## src/rtl/level_sequencer_if.sv

```systemverilog
// level_sequencer_if: groups the sequencer's collision inputs and game-flow outputs.
// Latency: none; this is wiring only.
// Backpressure: none; all signals are plain levels or single-cycle pulses.
// Ports: master = the sequencer (drives level/spawn/load_pos/move_en/lives/state_o),
//        slave  = collision detect plus renderer side (drives tick/start/hit_*).
// Optional: `define LEVEL_SEQUENCER_CHECKPOINT_EN adds the ckpt_x/ckpt_y location inputs.
interface level_sequencer_if;
   logic       tick;
   logic       start;
   logic       hit_lava;
   logic       hit_exit;
   logic       hit_ckpt;
   logic       hit_goal;
`ifdef LEVEL_SEQUENCER_CHECKPOINT_EN
   logic [9:0] ckpt_x;
   logic [9:0] ckpt_y;
`endif
   logic [2:0] level;
   logic [9:0] spawn_x;
   logic [9:0] spawn_y;
   logic       load_pos;
   logic       move_en;
   logic [2:0] lives;
   logic [2:0] state_o;

   modport master (
`ifdef LEVEL_SEQUENCER_CHECKPOINT_EN
      input  ckpt_x, ckpt_y,
`endif
      input  tick, start, hit_lava, hit_exit, hit_ckpt, hit_goal,
      output level, spawn_x, spawn_y, load_pos, move_en, lives, state_o
   );

   modport slave (
`ifdef LEVEL_SEQUENCER_CHECKPOINT_EN
      output ckpt_x, ckpt_y,
`endif
      output tick, start, hit_lava, hit_exit, hit_ckpt, hit_goal,
      input  level, spawn_x, spawn_y, load_pos, move_en, lives, state_o
   );
endinterface

```

## src/rtl/level_sequencer.sv

```systemverilog
// level_sequencer: game-flow FSM for the eight-level platformer (level, spawn, freeze, lives).
// Latency: a hit sampled at edge N updates state/move_en right after edge N; all outputs registered.
// Backpressure: none; hits are sampled every clk, freeze intervals are paced by tick.
// Ports: clk, rst_n (asserts asynchronously, deasserts through a two-flop synchroniser),
//        sq (master modport): tick/start/hit_* in; level, spawn_x/y, load_pos, move_en, lives, state_o out.
// Optional: `define LEVEL_SEQUENCER_CHECKPOINT_EN makes hit_ckpt latch ckpt_x/ckpt_y as the respawn point.
module level_sequencer #(
   parameter int LIVES       = 3,
   parameter int DEATH_TICKS = 30,
   parameter int ADV_TICKS   = 15
) (
   input  logic              clk,
   input  logic              rst_n,
   level_sequencer_if.master sq
);

   localparam int CNT_MAX = (DEATH_TICKS > ADV_TICKS) ? DEATH_TICKS : ADV_TICKS;
   localparam int CNT_W   = (CNT_MAX < 1) ? 1 : $clog2(CNT_MAX + 1);

   localparam logic [9:0] L0_X       = 10'd304;
   localparam logic [9:0] LN_X       = 10'd160;
   localparam logic [9:0] SPAWN_Y    = 10'd220;
   localparam logic [2:0] LAST_LEVEL = 3'd7;

   typedef enum logic [2:0] {
      IDLE     = 3'd0,
      SPAWN    = 3'd1,
      PLAY     = 3'd2,
      DEATH    = 3'd3,
      ADVANCE  = 3'd4,
      WIN      = 3'd5,
      GAMEOVER = 3'd6
   } state_t;

   // Reset asserts immediately, but releases only after two clean clk edges.
   logic [1:0] rst_sync_q;
   logic       rst_int_n;

   always_ff @(posedge clk or negedge rst_n) begin
      if (!rst_n) rst_sync_q <= 2'b00;
      else        rst_sync_q <= {rst_sync_q[0], 1'b1};
   end
   assign rst_int_n = rst_sync_q[1];

   state_t           state_q, state_d;
   logic [2:0]       level_q, level_d;
   logic [2:0]       lives_q, lives_d;
   logic [9:0]       spawn_x_q, spawn_x_d;
   logic [9:0]       spawn_y_q, spawn_y_d;
   logic [CNT_W-1:0] cnt_q, cnt_d;
   logic             load_pos_q;
   logic             move_en_q;

   always_ff @(posedge clk or negedge rst_int_n) begin
      if (!rst_int_n) state_q <= IDLE;
      else            state_q <= state_d;
   end

   always_comb begin
      state_d   = state_q;
      level_d   = level_q;
      lives_d   = lives_q;
      spawn_x_d = spawn_x_q;
      spawn_y_d = spawn_y_q;
      cnt_d     = cnt_q;

      unique case (state_q)
         IDLE, WIN, GAMEOVER: begin
            if (sq.start) begin
               state_d   = SPAWN;
               level_d   = 3'd0;
               lives_d   = 3'(LIVES);
               spawn_x_d = L0_X;
               spawn_y_d = SPAWN_Y;
            end
         end
         SPAWN: state_d = PLAY;
         PLAY: begin
            // Priority chain: lava, goal (last level only), exit (not last level), checkpoint.
            if (sq.hit_lava) begin
               state_d = DEATH;
               if (lives_q != 3'd0) lives_d = lives_q - 3'd1;
            end else if (sq.hit_goal && level_q == LAST_LEVEL) begin
               state_d = WIN;
            end else if (sq.hit_exit && level_q != LAST_LEVEL) begin
               state_d   = ADVANCE;
               level_d   = level_q + 3'd1;
               // Every level past the first shares one spawn point.
               spawn_x_d = LN_X;
               spawn_y_d = SPAWN_Y;
            end else if (sq.hit_ckpt) begin
               // A checkpoint only moves the respawn point; play carries on.
               state_d = PLAY;
`ifdef LEVEL_SEQUENCER_CHECKPOINT_EN
               spawn_x_d = sq.ckpt_x;
               spawn_y_d = sq.ckpt_y;
`endif
            end
         end
         DEATH: begin
            // The spawn registers already hold the respawn point (table entry for the
            // current level, or the latched checkpoint), so they stay stable into SPAWN.
            if (cnt_q == CNT_W'(DEATH_TICKS)) state_d = (lives_q == 3'd0) ? GAMEOVER : SPAWN;
            else if (sq.tick)                 cnt_d   = cnt_q + 1'b1;
         end
         ADVANCE: begin
            if (cnt_q == CNT_W'(ADV_TICKS)) state_d = SPAWN;
            else if (sq.tick)               cnt_d   = cnt_q + 1'b1;
         end
         default: state_d = IDLE;
      endcase

      // The entry cycle never counts a tick: the counter restarts on every state change.
      if (state_d != state_q) cnt_d = '0;
   end

   always_ff @(posedge clk or negedge rst_int_n) begin
      if (!rst_int_n) begin
         level_q    <= 3'd0;
         lives_q    <= 3'(LIVES);
         spawn_x_q  <= L0_X;
         spawn_y_q  <= SPAWN_Y;
         cnt_q      <= '0;
         load_pos_q <= 1'b0;
         move_en_q  <= 1'b0;
      end else begin
         level_q    <= level_d;
         lives_q    <= lives_d;
         spawn_x_q  <= spawn_x_d;
         spawn_y_q  <= spawn_y_d;
         cnt_q      <= cnt_d;
         // Registered from the next state so both flags line up with state_q.
         load_pos_q <= (state_d == SPAWN);
         move_en_q  <= (state_d == PLAY);
      end
   end

   assign sq.level    = level_q;
   assign sq.lives    = lives_q;
   assign sq.spawn_x  = spawn_x_q;
   assign sq.spawn_y  = spawn_y_q;
   assign sq.load_pos = load_pos_q;
   assign sq.move_en  = move_en_q;
   assign sq.state_o  = state_q;

endmodule
```

## src/flat_wrapper.sv

```systemverilog
// flat-port wrapper written by rule: the top's interface ports become plain ports
module level_sequencer_flat 
#(
   parameter int LIVES       = 3,
   parameter int DEATH_TICKS = 30,
   parameter int ADV_TICKS   = 15
)
  (clk, rst_n, sq_tick, sq_start, sq_hit_lava, sq_hit_exit, sq_hit_ckpt, sq_hit_goal, sq_level, sq_spawn_x, sq_spawn_y, sq_load_pos, sq_move_en, sq_lives, sq_state_o);
  level_sequencer_if sq_i ();
  input  logic clk;
  input  logic rst_n;
  input wire logic [$bits(sq_i.tick)-1:0] sq_tick;
  input wire logic [$bits(sq_i.start)-1:0] sq_start;
  input wire logic [$bits(sq_i.hit_lava)-1:0] sq_hit_lava;
  input wire logic [$bits(sq_i.hit_exit)-1:0] sq_hit_exit;
  input wire logic [$bits(sq_i.hit_ckpt)-1:0] sq_hit_ckpt;
  input wire logic [$bits(sq_i.hit_goal)-1:0] sq_hit_goal;
  output wire logic [$bits(sq_i.level)-1:0] sq_level;
  output wire logic [$bits(sq_i.spawn_x)-1:0] sq_spawn_x;
  output wire logic [$bits(sq_i.spawn_y)-1:0] sq_spawn_y;
  output wire logic [$bits(sq_i.load_pos)-1:0] sq_load_pos;
  output wire logic [$bits(sq_i.move_en)-1:0] sq_move_en;
  output wire logic [$bits(sq_i.lives)-1:0] sq_lives;
  output wire logic [$bits(sq_i.state_o)-1:0] sq_state_o;
  assign sq_i.tick = sq_tick;
  assign sq_i.start = sq_start;
  assign sq_i.hit_lava = sq_hit_lava;
  assign sq_i.hit_exit = sq_hit_exit;
  assign sq_i.hit_ckpt = sq_hit_ckpt;
  assign sq_i.hit_goal = sq_hit_goal;
  assign sq_level = sq_i.level;
  assign sq_spawn_x = sq_i.spawn_x;
  assign sq_spawn_y = sq_i.spawn_y;
  assign sq_load_pos = sq_i.load_pos;
  assign sq_move_en = sq_i.move_en;
  assign sq_lives = sq_i.lives;
  assign sq_state_o = sq_i.state_o;
  level_sequencer #(.LIVES(LIVES), .DEATH_TICKS(DEATH_TICKS), .ADV_TICKS(ADV_TICKS)) u_core (.clk(clk), .rst_n(rst_n), .sq(sq_i));
endmodule
```

## config.mk

```make
export PLATFORM = sky130hd
export DESIGN_NAME = level_sequencer_flat
export DESIGN_NICKNAME = d
export VERILOG_FILES = /design/src/rtl/level_sequencer_if.sv /design/src/rtl/level_sequencer.sv /design/src/flat_wrapper.sv
export SDC_FILE = /design/constraint.sdc
export NUM_CORES = 1
export LEC_CHECK = 0
export BUFFER_PORTS_ARGS = -buffer_cell sky130_fd_sc_hd__buf_4
export CAP_MARGIN = 10
export CORE_UTILIZATION = 35
export DETAILED_ROUTE_END_ITERATION = 16
export MAX_ROUTING_LAYER = met4
export PLACE_DENSITY_LB_ADDON = 0.25
export SLEW_MARGIN = 40
export SYNTH_ARGS = -nofsm -noshare
export SYNTH_HDL_FRONTEND = slang
export SYNTH_SLANG_ARGS = --single-unit
```

## constraint.sdc

```tcl
create_clock -name clk -period 1.7 [get_ports clk]
set_input_delay 0.34 -clock clk [delete_from_list [all_inputs] [get_ports clk]]
set_output_delay 0.34 -clock clk [all_outputs]
set_load 0.02 [all_outputs]
```

# After elaboration in Yosys (flattened, before gate mapping)
# Cells that the tools add are included.
[word_totals]
out_inout_bits = 31
ff_bits = 38
word_cells = 77
[op_classes]
n_mux = 33
eq_ne = 21
n_reduce_logical = 11
add_sub_neg = 3
[ops]
columns = ["cell", "n"]
rows = [
  ["10-bit two-way mux", 8],
  ["3-bit two-way mux", 15],
  ["10-bit one-hot mux with 2 select lines", 2],
  ["5-bit two-way mux", 4],
  ["3-bit one-hot mux with 5 select lines", 1],
  ["3-bit equality test (second input constant)", 4],
  ["3-bit one-hot mux with 2 select lines", 2],
  ["5-bit one-hot mux with 2 select lines", 1],
  ["3-bit by 2-bit equality test with 1-bit output (second input constant)", 3],
  ["3-bit != test (second input constant)", 3],
  ["2-bit != test (second input constant)", 4],
  ["3-bit by 1-bit equality test with 1-bit output (second input constant)", 2],
  ["3-bit zero test", 2],
  ["3-bit nonzero test", 2],
  ["5-bit by 1-bit adder with 5-bit output (second input constant)", 1],
  ["5-bit by 4-bit equality test with 1-bit output (second input constant)", 1],
  ["5-bit equality test (second input constant)", 1],
  ["5-bit AND reduction", 1],
  ["2-bit by 1-bit != test with 1-bit output (second input constant)", 2],
  ["4-bit AND reduction", 1],
  ["3-bit by 1-bit adder with 3-bit output (second input constant)", 1],
  ["3-bit != test", 1],
  ["3-bit AND reduction", 1],
  ["3-bit OR reduction", 1],
  ["other kinds (3)", 4],
]

# Depth between registers and ports, before layout
[depth]
depth_word = 9
ltp_mapped = 8
mapped_depth_nobuf = 8

# Worst setup path after synthesis
# Ideal clock, no wire load.
[synth_timing]
path_kind = "reg-to-reg"
start = "reg u_core.level_q[0], in the netlist u_core.sq.level[0]"
end = "reg u_core.cnt_q[0]"
slack_ns = -0.140
arrival_ns = 1.711
stages_incl_launch_ff = 8
path_cell_list = "dfrtp_1 -> ha_1 -> ha_1 -> mux2i_1 -> o221ai_2 -> and2b_1 -> o221ai_2 -> nor2_1"
[synth_via]
elab_chain_len = 9
word_cells_on_any_way = 14
[synth_lines]
columns = ["item", "line_no", "text"]
rows = [
  ["from (decl)", "level_sequencer.sv:46", "logic [2:0] level_q, level_d;"],
  ["from (signal assigned)", "level_sequencer.sv:127", "level_q <= level_d;"],
  ["3-bit != test", "level_sequencer.sv:85", "end else if (sq.hit_exit && level_q != LAST_LEVEL) begin"],
  ["1-bit logical AND", "level_sequencer.sv:85", ""],
  ["3-bit two-way mux", "level_sequencer.sv:85", ""],
  ["3-bit two-way mux *", "level_sequencer.sv:83", "end else if (sq.hit_goal && level_q == LAST_LEVEL) begin"],
  ["3-bit two-way mux *", "level_sequencer.sv:80", "if (sq.hit_lava) begin"],
  ["3-bit one-hot mux with 5 select lines *", "level_sequencer.sv:67", "unique case (state_q)"],
  ["3-bit != test *", "level_sequencer.sv:114", "if (state_d != state_q) cnt_d = '0;"],
  ["3-bit != test (no line) or 3-bit nonzero test (tied branches)", "-", ""],
  ["3-bit AND reduction (no line)", "-", ""],
  ["to (signal assigned)", "level_sequencer.sv:131", "cnt_q <= cnt_d;"],
  ["to (decl)", "level_sequencer.sv:50", "logic [CNT_W-1:0] cnt_q, cnt_d;"],
]
# Every way passes the cells marked *; elsewhere a longest branch is shown, timed or not.
# A chain may end at the register's enable or synchronous reset.

# Worst setup path in the final report
[layout_timing]
start = "reg u_core.cnt_q[0]"
end = "reg u_core.cnt_q[2]"
[layout_via]
elab_chain_len = 6
word_cells_on_any_way = 16
[layout_lines]
columns = ["item", "line_no"]
rows = [
  ["5-bit by 4-bit equality test with 1-bit output or 5-bit equality test (tied branches)", "level_sequencer.sv:107, level_sequencer.sv:103"],
  ["3-bit two-way mux (on tied branches)", "level_sequencer.sv:107, level_sequencer.sv:103"],
  ["3-bit one-hot mux with 5 select lines", "level_sequencer.sv:67"],
  ["3-bit != test", "level_sequencer.sv:114"],
  ["3-bit != test (no line) or 3-bit nonzero test (tied branches)", "-"],
  ["3-bit AND reduction (no line)", "-"],
]
# Several ways; a longest one is shown, not always the timed one. The select of a mux whose other input is x is not followed.

==> metrics list <==
- The run finished, with violations left.
* Failing checks: setup timing
- The routed design has 2890 um of wire.
- After clock tree synthesis, the clock-pin slew on the worst setup and hold paths is 0.08 ns.
- The number of global-route vias before repair is 1075.
- Achievable Freq: 0.562 GHz
- Largest cells by area after synthesis: sky130_fd_sc_hd__dfrtp_1, sky130_fd_sc_hd__buf_4, sky130_fd_sc_hd__ha_1
* Required time of the critical path: 1.85 ns
- Power spread over the standard cell area amounts to 1730 nW/um2.
- The longest clock path from root to sink contains 2 buffers.
- For this run, the post-layout net count is 202.
- Sequential elements use 37.3% of the synthesized area.
- CP max FO: 7
- Before antenna repair, the detailed router went through 4 iterations.
- Congestion Overflow GR: 0
- In the routed design, unresolved DRC markers number 0.
* Die height: 64.2 um
- The first global-routing pass estimated 4600 um of wire.
- Remaining number of nets flagged by the antenna check after routing: 0
* Most frequent cells in the layout: sky130_fd_sc_hd__buf_4, sky130_fd_sc_hd__conb_1, sky130_fd_sc_hd__dfrtp_1, sky130_fd_sc_hd__nor2_1, sky130_fd_sc_hd__inv_1
- Among all stages on the critical path, the largest delay is contributed by sky130_fd_sc_hd__dfrtp_1.
- Startpoint of the lowest-slack register-to-register path: u_core.cnt_q[0]$_DFFE_PN0P_
- Number of instances in the synthesized netlist: 139
* Proportion of netlist area held by the largest area contributor: 31.5%
- Synth area leader: sky130_fd_sc_hd__dfrtp_1
- The critical path starts at u_core.cnt_q[0]$_DFFE_PN0P_.
- STA puts the critical path data arrival time at 1.93 ns.
- Dividing the detail-routed wire length by the instance count gives 12.4 um.
- Gp weighted congestion: 0.935
* Vias per std cell: 4.59
* Count of vias placed by the detailed router: 1073
* Total of flip-flops plus latches after synthesis: 20
- Sum of net half-perimeters after detailed placement: 2150 um
* Clock tree from TritonCTS: yes
- Broken down by cell family, the worst path's largest delay share belongs to simple AND/OR/NAND/NOR gates.
* Number of warnings printed during yosys synthesis: 0
- Crit share post-route: 105%
* Cell count after placement: 225
- Mapped Avg Cell Area: 9.73 um2
* Layout overhead on the synthesized area: 41.1%
* Unrepaired setup endpoints after global routing: yes
- Buffers and inverters on the worst path: 0
- Number of antenna violations at the first check in global routing: 0
* Setup Viol. Count Final: 5
- During placement, the flow inserted port buffers numbering 21.
- Worst hold slack across all endpoints: 0.201 ns
- Area of the mapped netlist: 1350 um2
* Worst VDD drop: 0.000917 V
- Post-Place Setup Slack: -0.197 ns
* Row cnt: 22
- For this block, the initial DRC count from the detailed router was 33.
* CTS Sinks: 20
- Proportion of layout cells with a drive suffix above 1: 50.0%
* N_diodes: 0
- Count of pins on the block boundary: 39
- On the worst path, the slowest cell contributes a delay of 0.41 ns.
- The floorplan step defined a die boundary enclosing 4120 um2.
- For this run, the share of the core covered by cells in the final layout is 51.7%.
- Starting density of the core: 36.7%
- Non-Filler Instances: 234
- Inserted Clock Buffers: 3
* Number of max-cap violations: 0
* Number of failing hold endpoints at the final stage: 0
* Post-route worst setup slack: -0.0792 ns
* Aggregate global-route resource usage: 14.7%
* Endpoint class of the critical path: flop
* Setup CP Type: flop to flop
- STA classifies the critical path startpoint as a flop.
* List of cells traversed by the critical path: ha_2, and3_4, ha_4, nor4b_4, a32oi_4, nor2_2, xnor2_1, nor2_1
* Distinct cell type count after synthesis: 42
- Path type of the worst min-delay path: flop to async pin
- For the final database, setup skew stands at 0.00342 ns.
- Max-slew violations: 0
* Crit path time final: 1.78 ns
* Maximum number of pins on one net before global-route repair: 19
- In this run the number of H-tree levels came out at 1.
- In this run the clock root is driven by a sky130_fd_sc_hd__clkbuf_8.
* Die Wd: 64.2 um
* Worst-skew pair later-pin latency: 0.26 ns
- The layout has 354 filler cells.
- The library cell used most frequently in the layout, excluding fill and tap cells, is sky130_fd_sc_hd__buf_4.
* Floorplan Core Area: 3690 um2
- In this run the static leakage power is 0.000866 uW.
## kinds of logic (layout without fill, tap and decap cells)
group	count (synthesis)	after routing	synth area share, %
other cells	2	18	0.555
xor+xnor	5	5	3.24
fa+ha+maj	7	7	6.48
simple gates	46	46	20.0
buf+inv	32	63	15.5
compound gates	24	24	14.7
mux	3	3	2.22
flops	20	20	37.3
## cells in the mapped netlist, drive strengths merged
| master | count |
|---|---|
| ha | 7 |
| nand2b | 3 |
| a2bb2oi | 1 |
| xnor2 | 3 |
| a221oi | 1 |
| xor2 | 2 |
| o31ai | 1 |
| nand3 | 4 |
| a21oi | 6 |
| o22ai | 1 |
| dfstp | 3 |
| and3 | 2 |
| mux2i | 3 |
| o32ai | 1 |
| nor2 | 15 |
| and2b | 3 |
| dfrtp | 17 |
| nand4 | 2 |
| or3 | 1 |
| nor2b | 2 |
| conb | 2 |
| nor4b | 2 |
| o221ai | 2 |
| o32a | 1 |
| o21a | 2 |
| nand3b | 1 |
| o21ai | 7 |
| buf | 21 |
| nand2 | 4 |
| nor3b | 2 |
| inv | 11 |
| nor3 | 4 |
| and2 | 1 |
| a32oi | 1 |
## worst register-to-register path, delay by kind of cell (launching register included)
kind	cells	cell delay, ns
flip-flops	1	0.41
adder cells (fa/ha/maj)	2	0.37
AND/OR/NAND/NOR	4	0.61
AO/OA/AOI/OAI	1	0.14
XOR/XNOR	1	0.13
## timing repair
item / CTS / global route
setup buffers: 1 / 3
gates resized for setup: 6 / 18
hold buffers: 1 / 0
setup endpoints to repair: 9 / 13
pin swaps: 10 / 10
endpoints found under the hold margin: 2 / 0
## worst paths after layout
| path | endpoint | slack [ns] | depth (start not counted) |
|---|---|---|---|
| setup / recovery | u_core.cnt_q[2]$_DFFE_PN0P_ | -0.08 | 8 |
| max in group asynchronous | u_core.sq.spawn_x[4]$_DFFE_PN1P_ | 1.17 | 0 |
| hold / removal | u_core.cnt_q[4]$_DFFE_PN0P_ | 0.20 | 0 |
| setup reg to reg | u_core.cnt_q[2]$_DFFE_PN0P_ | -0.08 | 8 |
| hold reg to reg | u_core.cnt_q[4]$_DFFE_PN0P_ | 0.20 | 0 |
| min in group clk | u_core.rst_sync_q[1]$_DFF_PN0_ | 0.35 | 0 |
## power by group
part	internal, uW	switching (uW)	total (uW)
combinational	955	1040	1990
sequential	655	173	828
clock	315	163	478
total	1920	1370	3300
## routing by layer
metal | track usage (%) | wire [um] | part of all wire [%] | up-vias
li1 | - | - | - | 532
met1 | 18.7 | 1350 | 47 | 503
met2 | 23.9 | 1410 | 49 | 33
met3 | 0.893 | 84 | 2.9 | 5
met4 | 7.22 | 47 | 1.6 | 0
met5 | - | 0 | 0 | -
## metrics by stage
stage	TNS, ns	power (uW)	instance area (um2)
final	-0.367	3300	1910
after global placement	-0.760	2510	1670
after floorplan	-0.283	1930	1460
after detailed placement	-0.934	2550	1670
after CTS	-0.563	3100	1800
after global routing	-1.24	3520	1910
## state kept, by name, indices dropped and copies added, names as in the netlist
name and count:
u_core.cnt_q 5, u_core.sq.lives 3, u_core.sq.state_o 3, u_core.sq.level 3
u_core.sq.move_en 1, u_core.sq.load_pos 1, u_core.rst_sync_q 2, u_core.sq.spawn_x 2
## final cells by class
type	count	area [um2]	area share, %
repair buffers	48	367	19.2
inverters	11	41.3	2.16
well taps	48	60.1	3.15
flip-flops and latches	20	509	26.7
clock inverters	1	30.0	1.57
clock buffers	3	41.3	2.16
multi-input cells	103	860	45.0
No activity file was read; power rests on OpenSTA's default activity.
